$ cat config.mk
export PLATFORM = sky130hd
export DESIGN_NAME = sprite_fetch_ctrl
export DESIGN_NICKNAME = d
export VERILOG_FILES = /design/src/rtl/sprite_fetch_ctrl.sv
export SDC_FILE = /design/constraint.sdc
export NUM_CORES = 1
export LEC_CHECK = 0
export ABC_AREA = 0
export BUFFER_PORTS_ARGS = -buffer_cell sky130_fd_sc_hd__clkbuf_2
export CAP_MARGIN = 30
export CORE_ASPECT_RATIO = 0.5
export CORE_MARGIN = 2
export CORE_UTILIZATION = 56
export DETAILED_ROUTE_END_ITERATION = 8
export GPL_ROUTABILITY_DRIVEN = 0
export GPL_TIMING_DRIVEN = 0
export HOLD_SLACK_MARGIN = 0.06
export PLACE_DENSITY = 0.86
export SYNTH_ARGS = -nofsm -noshare
export SYNTH_HDL_FRONTEND = slang
export SYNTH_SLANG_ARGS = --single-unit
$ cat constraint.sdc
create_clock -name clk -period 9.9 [get_ports clk]
set_clock_uncertainty 0.1 [all_clocks]
set_input_delay 1.98 -clock clk [delete_from_list [all_inputs] [get_ports clk]]
set_output_delay 1.98 -clock clk [all_outputs]
set_load 0.05 [all_outputs]
$ cat src/rtl/sprite_fetch_ctrl.sv
// Once-per-frame fetch of the six sprite-position words from RAM port A.
// All six words are staged and then committed together, so the video side never sees a half-updated frame.
module sprite_fetch_ctrl #(
  parameter int unsigned WIDTH     = 16,
  parameter int unsigned ADDR_BITS = 16,
  parameter int unsigned BASE_ADDR = 6000,
  parameter int unsigned STRIDE    = 4
) (
  input  logic                 clk,
  input  logic                 reset,
  input  logic                 frame_start,
  input  logic                 clear_ovr,
  output logic [ADDR_BITS-1:0] mem_addr,
  output logic                 mem_rd_en,
  input  logic [WIDTH-1:0]     mem_data,
  output logic [WIDTH-1:0]     mx,
  output logic [WIDTH-1:0]     my,
  output logic [WIDTH-1:0]     p1x,
  output logic [WIDTH-1:0]     p1y,
  output logic [WIDTH-1:0]     p2x,
  output logic [WIDTH-1:0]     p2y,
  output logic                 busy,
  output logic                 frame_done,
  output logic                 overrun
);

  localparam int unsigned NSLOT  = 6;
  localparam int unsigned NSTAGE = NSLOT - 1;
  localparam int unsigned SLOT_W = 3;
  localparam logic [SLOT_W-1:0] LAST_SLOT = SLOT_W'(NSLOT - 1);

  typedef enum logic [1:0] {
    IDLE  = 2'd0,
    ISSUE = 2'd1,
    DRAIN = 2'd2
  } state_e;

  state_e               state_q, state_d;
  logic [SLOT_W-1:0]    slot_q, slot_d;
  logic                 start_q, start_d;
  logic [ADDR_BITS-1:0] addr_q, addr_d;
  logic                 rd_en_q, rd_en_d;
  logic                 busy_q, busy_d;
  logic                 done_q, done_d;
  logic                 ovr_q, ovr_d;
  logic [WIDTH-1:0]     stage_q [NSTAGE];
  logic [WIDTH-1:0]     stage_d [NSTAGE];
  logic [WIDTH-1:0]     pos_q   [NSLOT];
  logic [WIDTH-1:0]     pos_d   [NSLOT];
  logic                 accept;

  // State register
  always_ff @(posedge clk or posedge reset) begin
    if (reset) begin
      state_q <= IDLE;
      slot_q  <= '0;
      start_q <= 1'b0;
      addr_q  <= ADDR_BITS'(BASE_ADDR);
      rd_en_q <= 1'b0;
      busy_q  <= 1'b0;
      done_q  <= 1'b0;
      ovr_q   <= 1'b0;
      for (int unsigned k = 0; k < NSTAGE; k++) stage_q[k] <= '0;
      for (int unsigned k = 0; k < NSLOT; k++)  pos_q[k]   <= '0;
    end else begin
      state_q <= state_d;
      slot_q  <= slot_d;
      start_q <= start_d;
      addr_q  <= addr_d;
      rd_en_q <= rd_en_d;
      busy_q  <= busy_d;
      done_q  <= done_d;
      ovr_q   <= ovr_d;
      for (int unsigned k = 0; k < NSTAGE; k++) stage_q[k] <= stage_d[k];
      for (int unsigned k = 0; k < NSLOT; k++)  pos_q[k]   <= pos_d[k];
    end
  end

  // Next-state and datapath
  always_comb begin
    state_d = state_q;
    slot_d  = slot_q;
    addr_d  = addr_q;
    rd_en_d = rd_en_q;
    done_d  = 1'b0;
    ovr_d   = ovr_q;
    for (int unsigned k = 0; k < NSTAGE; k++) stage_d[k] = stage_q[k];
    for (int unsigned k = 0; k < NSLOT; k++)  pos_d[k]   = pos_q[k];

    // A start is taken in IDLE or in the DRAIN cycle; one already pending counts as in flight.
    accept  = frame_start && (state_q != ISSUE) && !start_q;
    start_d = accept;
    if (frame_start && !accept) begin
      ovr_d = 1'b1;
    end else if (clear_ovr) begin
      ovr_d = 1'b0;
    end

    unique case (state_q)
      IDLE: begin
        if (start_q) begin
          state_d = ISSUE;
          slot_d  = '0;
          addr_d  = ADDR_BITS'(BASE_ADDR);
          rd_en_d = 1'b1;
        end
      end
      ISSUE: begin
        // Data for the slot issued last cycle is on mem_data now.
        for (int unsigned k = 0; k < NSTAGE; k++) begin
          if (slot_q == SLOT_W'(k + 1)) stage_d[k] = mem_data;
        end
        if (slot_q == LAST_SLOT) begin
          state_d = DRAIN;
          rd_en_d = 1'b0;
        end else begin
          slot_d = slot_q + SLOT_W'(1);
          addr_d = addr_q + ADDR_BITS'(STRIDE);
        end
      end
      DRAIN: begin
        state_d = IDLE;
        slot_d  = '0;
        done_d  = 1'b1;
        for (int unsigned k = 0; k < NSTAGE; k++) pos_d[k] = stage_q[k];
        pos_d[NSLOT-1] = mem_data;
      end
      default: begin
        state_d = IDLE;
        rd_en_d = 1'b0;
      end
    endcase

    busy_d = (state_d != IDLE);
  end

  assign mem_addr   = addr_q;
  assign mem_rd_en  = rd_en_q;
  assign busy       = busy_q;
  assign frame_done = done_q;
  assign overrun    = ovr_q;
  assign mx         = pos_q[0];
  assign my         = pos_q[1];
  assign p1x        = pos_q[2];
  assign p1y        = pos_q[3];
  assign p2x        = pos_q[4];
  assign p2y        = pos_q[5];

endmodule
==> results.yml, run 1 <==
routing:
  dr.first_iter.drc_count: 250
  via_per_inst: 5.289
  final_antenna_net_count: 0
  dr.pass1.iters: 4
  wl_per_cell_um: 17.65
  drcViolationCount: 0
  vias: 4538
  drt_wl_total_um: 15150
yosys:
  synth_cell_types: 43
  async_flop_share: 1.000
  synth_top_area_cell: "dfrtp_1"
  synthTopCellsByArea: "dfrtp_1 (62%), mux2_2 (26%), dfstp_2 (2.4%)"
  yosysWarnings: 0
  ys_seq_area_frac: 0.6425
  yosys.area.top_type_share: 0.6189
  synthFlopType: "dfrtp_1"
  syn_area_um2: 7804
  syn_area_per_cell_um2: 15.61
  synthCells: 500
  ys_seq_elements: 200
  yosysMostFrequentCell: "dfrtp_1"
  synth-edff-count: 0
  ys_top_cells_by_count: "dfrtp_1 (193), mux2_2 (177), buf_2 (15)"
floorplan:
  io_pins: 136
  die_x_um: 170.9
  fp.dieH_um: 87.47
  coreArea_um2: 13590
  num_rows: 30
  start_util: 0.5743
  die_area_um2: 14950
critical_path:
  path_delay_family: "flip-flops"
  cp_num_buf_inv: 1
  critical_path_required_ns: 7.82
  crit_chain: "clkbuf_2"
  cp-start-kind: "register"
  endpoint_kind: "primary output"
  cp_slowest_cell: "dfstp_2"
  max_stage_delay_ns: 0.59
  crit_type: "register to primary output"
  crit_arrival_ns: 1.31
  cp_max_fo: 5
cts:
  cts_buffers: 17
  postCtsResizedCells: 0
  clock-sinks: 200
  hold_buffers: 0
  insertion_delay_ns: 0.42
  path_clk_slew_ns: 0.07
  cts_tree: "yes"
  cts_setup_buffers: 0
  ctsRootBufferMaster: "clkbuf_16"
  htreeDepth: 4
  clk_path_buf_depth: 2
global_route:
  busiest_layer: "met2"
  grt_max_degree: 112
  grt.met3_usage: 0.04362
  grt_use_total: 0.2149
  grt-ovfl-total: 0
  met1_usage: 0.2810
  antenna_found_initial: 0
  grt_pass1_wl_um: 24230
  grt_util_met2: 0.3692
  grt_pass1_vias: 4641
hold_path:
  hold_class: "register to register"
sta:
  max_slew.worst_pin.slew_ns: 0.6514
  slew-limit-headroom: 0.5657
  finalCriticalPeriod_ns: 3.388
  finalCritPeriodShare: 0.3422
  rsz0062_at_grt: "no"
  finalHoldViolCount: 0
  finalSetupTns_ns: 0
  setup_violations: 0
  drv_slew: 0
  max_freq_ghz: 0.2951
cells_and_area:
  nets: 680
  drive_above_1_share: 0.5796
  diodes: 0
  area_delta_synth_final_pct: 19.26
job:
  maxCapViolCount: 0
run_status:
  status: "finished clean"
place:
  hpwl_um: 10400
  port_buffers: 133
==> through the flow <==
step | setup WS [ns] | util | cell area [um2] | instances | hold slack [ns]
final | 6.512 | 0.6849 | 9306 | 858 | 0.4012
after detailed placement | 6.716 | 0.6438 | 8748 | 827 | 0.3851
after global placement | 0.5406 | 0.6413 | 8713 | 826 | 0.3819
after CTS | 6.499 | 0.6849 | 9306 | 858 | 0.4029
after global routing | 6.474 | 0.6849 | 9306 | 858 | 0.4124
after floorplan | 2.378 | - | 7807 | 501 | 0.3736
==> final cells by class <==
| cell class | count | area (um2) |
|---|---|---|
| Multi-Input combinational cell | 270 | 2614 |
| Inverter | 6 | 30.03 |
| Sequential cell | 200 | 5014 |
| Timing Repair Buffer | 134 | 693.2 |
| Clock inverter | 14 | 132.6 |
| Fill cell | 959 | 4282 |
| Clock buffer | 17 | 425.4 |
| Tap cell | 192 | 240.2 |
| Buffer | 25 | 157.7 |
==> path summary, 6_finish.rpt <==
kind | cells after the start | from | end | slack [ns]
setup reg to reg | 6 | slot_q[1] | stage_q[64] | 7.83
setup / recovery | 1 | mem_addr[6] | mem_addr[6] | 6.51
hold / removal | 1 | stage_q[58] | my[10] | 0.40
max in group asynchronous | 3 | reset | mx[4] | 7.25
hold reg to reg | 1 | stage_q[58] | my[10] | 0.40
min in group asynchronous | 2 | reset | slot_q[0] | 1.52
==> logic make-up after synthesis <==
group                      after synthesis  synth area share
DFF                                    200            0.6425
other                                    1         0.0004805
adders and majority gates                6          0.009620
xor gates and xnor gates                 2          0.002245
AOI/OAI and AO/OA                       29           0.02373
muxes                                  177            0.2554
and+or+nand+nor                         54           0.04297
buffers and inverters                   31           0.02309
==> state kept, by name, summed over array words and instances, names as in the netlist, 2 cells and up <==
signal / cells
mem_addr: 14
mx: 16
my: 16
p1x: 16
p1y: 16
p2x: 16
p2y: 16
slot_q: 3
stage_q: 80
state_q: 2
==> cell usage in the layout, fill, tap and decap left out, drive strengths merged, types with 2 or more instances in the layout <==
cell and n:
dfrtp 193, mux2 177, clkbuf 151, buf 25, inv 15, nand2 14, o21ai 12, nand3 9
dfstp 7, a21oi 6, ha 6, nand4 5, or3 5, and3 3, nor2 3, clkinv 3
nor2b 3, or2 2, and4 2, o31ai 2, or4 2, o211ai 2, xor2 2, conb 2
clkinvlp 2, nor3b 2
==> routing by layer <==
layer / wire length (um) / part of all wire
met1: 7003 / 0.46
met2: 7483 / 0.49
met3: 513 / 0.034
met4: 146 / 0.0096
met5: 0 / 0
Power of run 1 is left out: the tool's default activity adds up to more than one toggle a clock period on the data nets, which glitch-free logic cannot reach.
==> run 2, diff against run 1 <==
--- a/config.mk
+++ b/config.mk
@@ -10,12 +10,12 @@
 export CAP_MARGIN = 30
 export CORE_ASPECT_RATIO = 0.5
 export CORE_MARGIN = 2
-export CORE_UTILIZATION = 56
+export CORE_UTILIZATION = 50
 export DETAILED_ROUTE_END_ITERATION = 8
 export GPL_ROUTABILITY_DRIVEN = 0
 export GPL_TIMING_DRIVEN = 0
 export HOLD_SLACK_MARGIN = 0.06
-export PLACE_DENSITY = 0.86
+export PLACE_DENSITY = 0.81
 export SYNTH_ARGS = -nofsm -noshare
 export SYNTH_HDL_FRONTEND = slang
 export SYNTH_SLANG_ARGS = --single-unit
==> constraint.sdc (replaced) <==
create_clock -name clk -period 2.8 [get_ports clk]
set_clock_uncertainty 0.1 [all_clocks]
set_input_delay 0.56 -clock clk [delete_from_list [all_inputs] [get_ports clk]]
set_output_delay 0.56 -clock clk [all_outputs]
set_load 0.05 [all_outputs]
==> results.yml, run 2 (synthesis results as in run 1) <==
sta:
  finalHoldViolCount: 0
  setup_violations: 0
  max_slew.worst_pin.slew_ns: 0.5350
  max_freq_ghz: 0.4732
  slew-limit-headroom: 0.6426
  finalSetupTns_ns: 0
  layout_setup_ws_ns: 0.6869
  rsz0062_at_grt: "no"
  finalCritPeriodShare: 0.7547
  drv_slew: 0
  finalCriticalPeriod_ns: 2.113
cells_and_area:
  final_common_cell: "dfrtp_1"
  final.fill_count: 1153
  largest_reg_flops: 80
  layout_common_cells: "dfrtp_1 (193), mux2_2 (177), clkbuf_2 (133)"
  diodes: 0
  top_register: "stage_q"
  seq_area_um2: 5014
  nets: 685
  fin_util: 0.6149
  multiInputGateArea_um2: 2614
  fin_area_um2: 9429
  area_delta_synth_final_pct: 20.83
  drive_above_1_share: 0.5818
floorplan:
  fp.dieH_um: 92.34
  start_util: 0.5089
  coreArea_um2: 15330
  io_pins: 136
  num_rows: 32
  die_x_um: 180.7
  die_area_um2: 16680
routing:
  dr.first_iter.drc_count: 131
  dr.pass1.iters: 4
  drt_wl_total_um: 15350
  drcViolationCount: 0
  wl_per_cell_um: 17.52
  via_per_inst: 5.232
  final_antenna_net_count: 0
  vias: 4583
run_status:
  status: "finished clean"
global_route:
  grt_use_total: 0.1935
  grt-ovfl-total: 0
  grt_max_degree: 45
  grt_pass1_vias: 4698
  antenna_found_initial: 0
  grt_pass1_wl_um: 24940
critical_path:
  critical_path_required_ns: 3.32
  crit_type: "input pin to asynchronous set/reset pin"
  cp_max_fo: 43
  crit_arrival_ns: 2.64
  cp_slowest_cell: "dlygate4sd3_1"
  endpoint_kind: "asynchronous set/reset pin"
  rrSetupSlack_ns: 0.72
  critPathMostFrequentCell: "buf_12"
  r2r-start: "slot_q[1]"
  crit_path_end: "stage_q[49]"
  crit_chain: "dlygate4sd3_1 -> clkbuf_2 -> clkinvlp_4 -> buf_12 -> buf_12 -> buf_12 -> buf_12"
  r2r-end: "stage_q[64]"
  reg2reg_depth: 6
  startpoint: "reset"
  max_stage_delay_ns: 0.53
  cp-start-kind: "input pin"
place:
  dpl_cell_area_um2: 8832
  hpwl_um: 10960
  place_worst_setup_slack_ns: 0.6930
  port_buffers: 133
cts:
  clock-sinks: 200
  cts_tree: "yes"
  cts_buffers: 17
  ctsRootBufferMaster: "clkbuf_16"
  clk_path_buf_depth: 2
  path_clk_slew_ns: 0.08
  postCtsResizedCells: 0
  insertion_delay_ns: 0.43
  hold_buffers: 1
  htreeDepth: 4
  cts_setup_buffers: 0
job:
  maxCapViolCount: 0
hold_path:
  hold_class: "input pin to register"
-- run 2: metal layers --
metal,share of wire,track usage,routed length [um],vias up
met5,0,0,0,-
met4,0.012,0.06116,186,0
met3,0.037,0.03578,566,16
met2,0.53,0.3381,8103,82
met1,0.42,0.2480,6491,2392
li1,-,-,-,2093
-- run 2: worst min path at each step --
stage / from / endpoint / slack (ns) / cells after the start
after detailed placement: mem_rd_en / mem_rd_en / 0.37 / 1
after global routing: clear_ovr / overrun / 0.22 / 2
final: clear_ovr / overrun / 0.22 / 2
after global placement: stage_q[34] / p1x[2] / 0.38 / 1
after floorplan: stage_q[42] / stage_q[42] / 0.37 / 1
after CTS: clear_ovr / overrun / 0.22 / 2
-- run 2: metrics by stage --
step / hold WS [ns] / std cells
floorplan: 0.3736 / 501
global placement: 0.3815 / 838
detailed placement: 0.3746 / 843
CTS: 0.2173 / 876
global route: 0.2188 / 876
finish: 0.2171 / 876
-- run 2: critical path: cells and delay by family --
kind / cells / cell delay (ns)
buffers and inverters: 7 / 2.05
-- run 2: area by class of cell --
class,instances,share of cell area
buffer,25,0.01672
clock buffer,17,0.04512
clock inverter,15,0.01712
inverter,6,0.002787
multi-input combinational,270,0.2772
sequential,200,0.5317
tap,204,0.02707
timing repair buffer,139,0.08227
Power of run 2 is left out for the same reason.
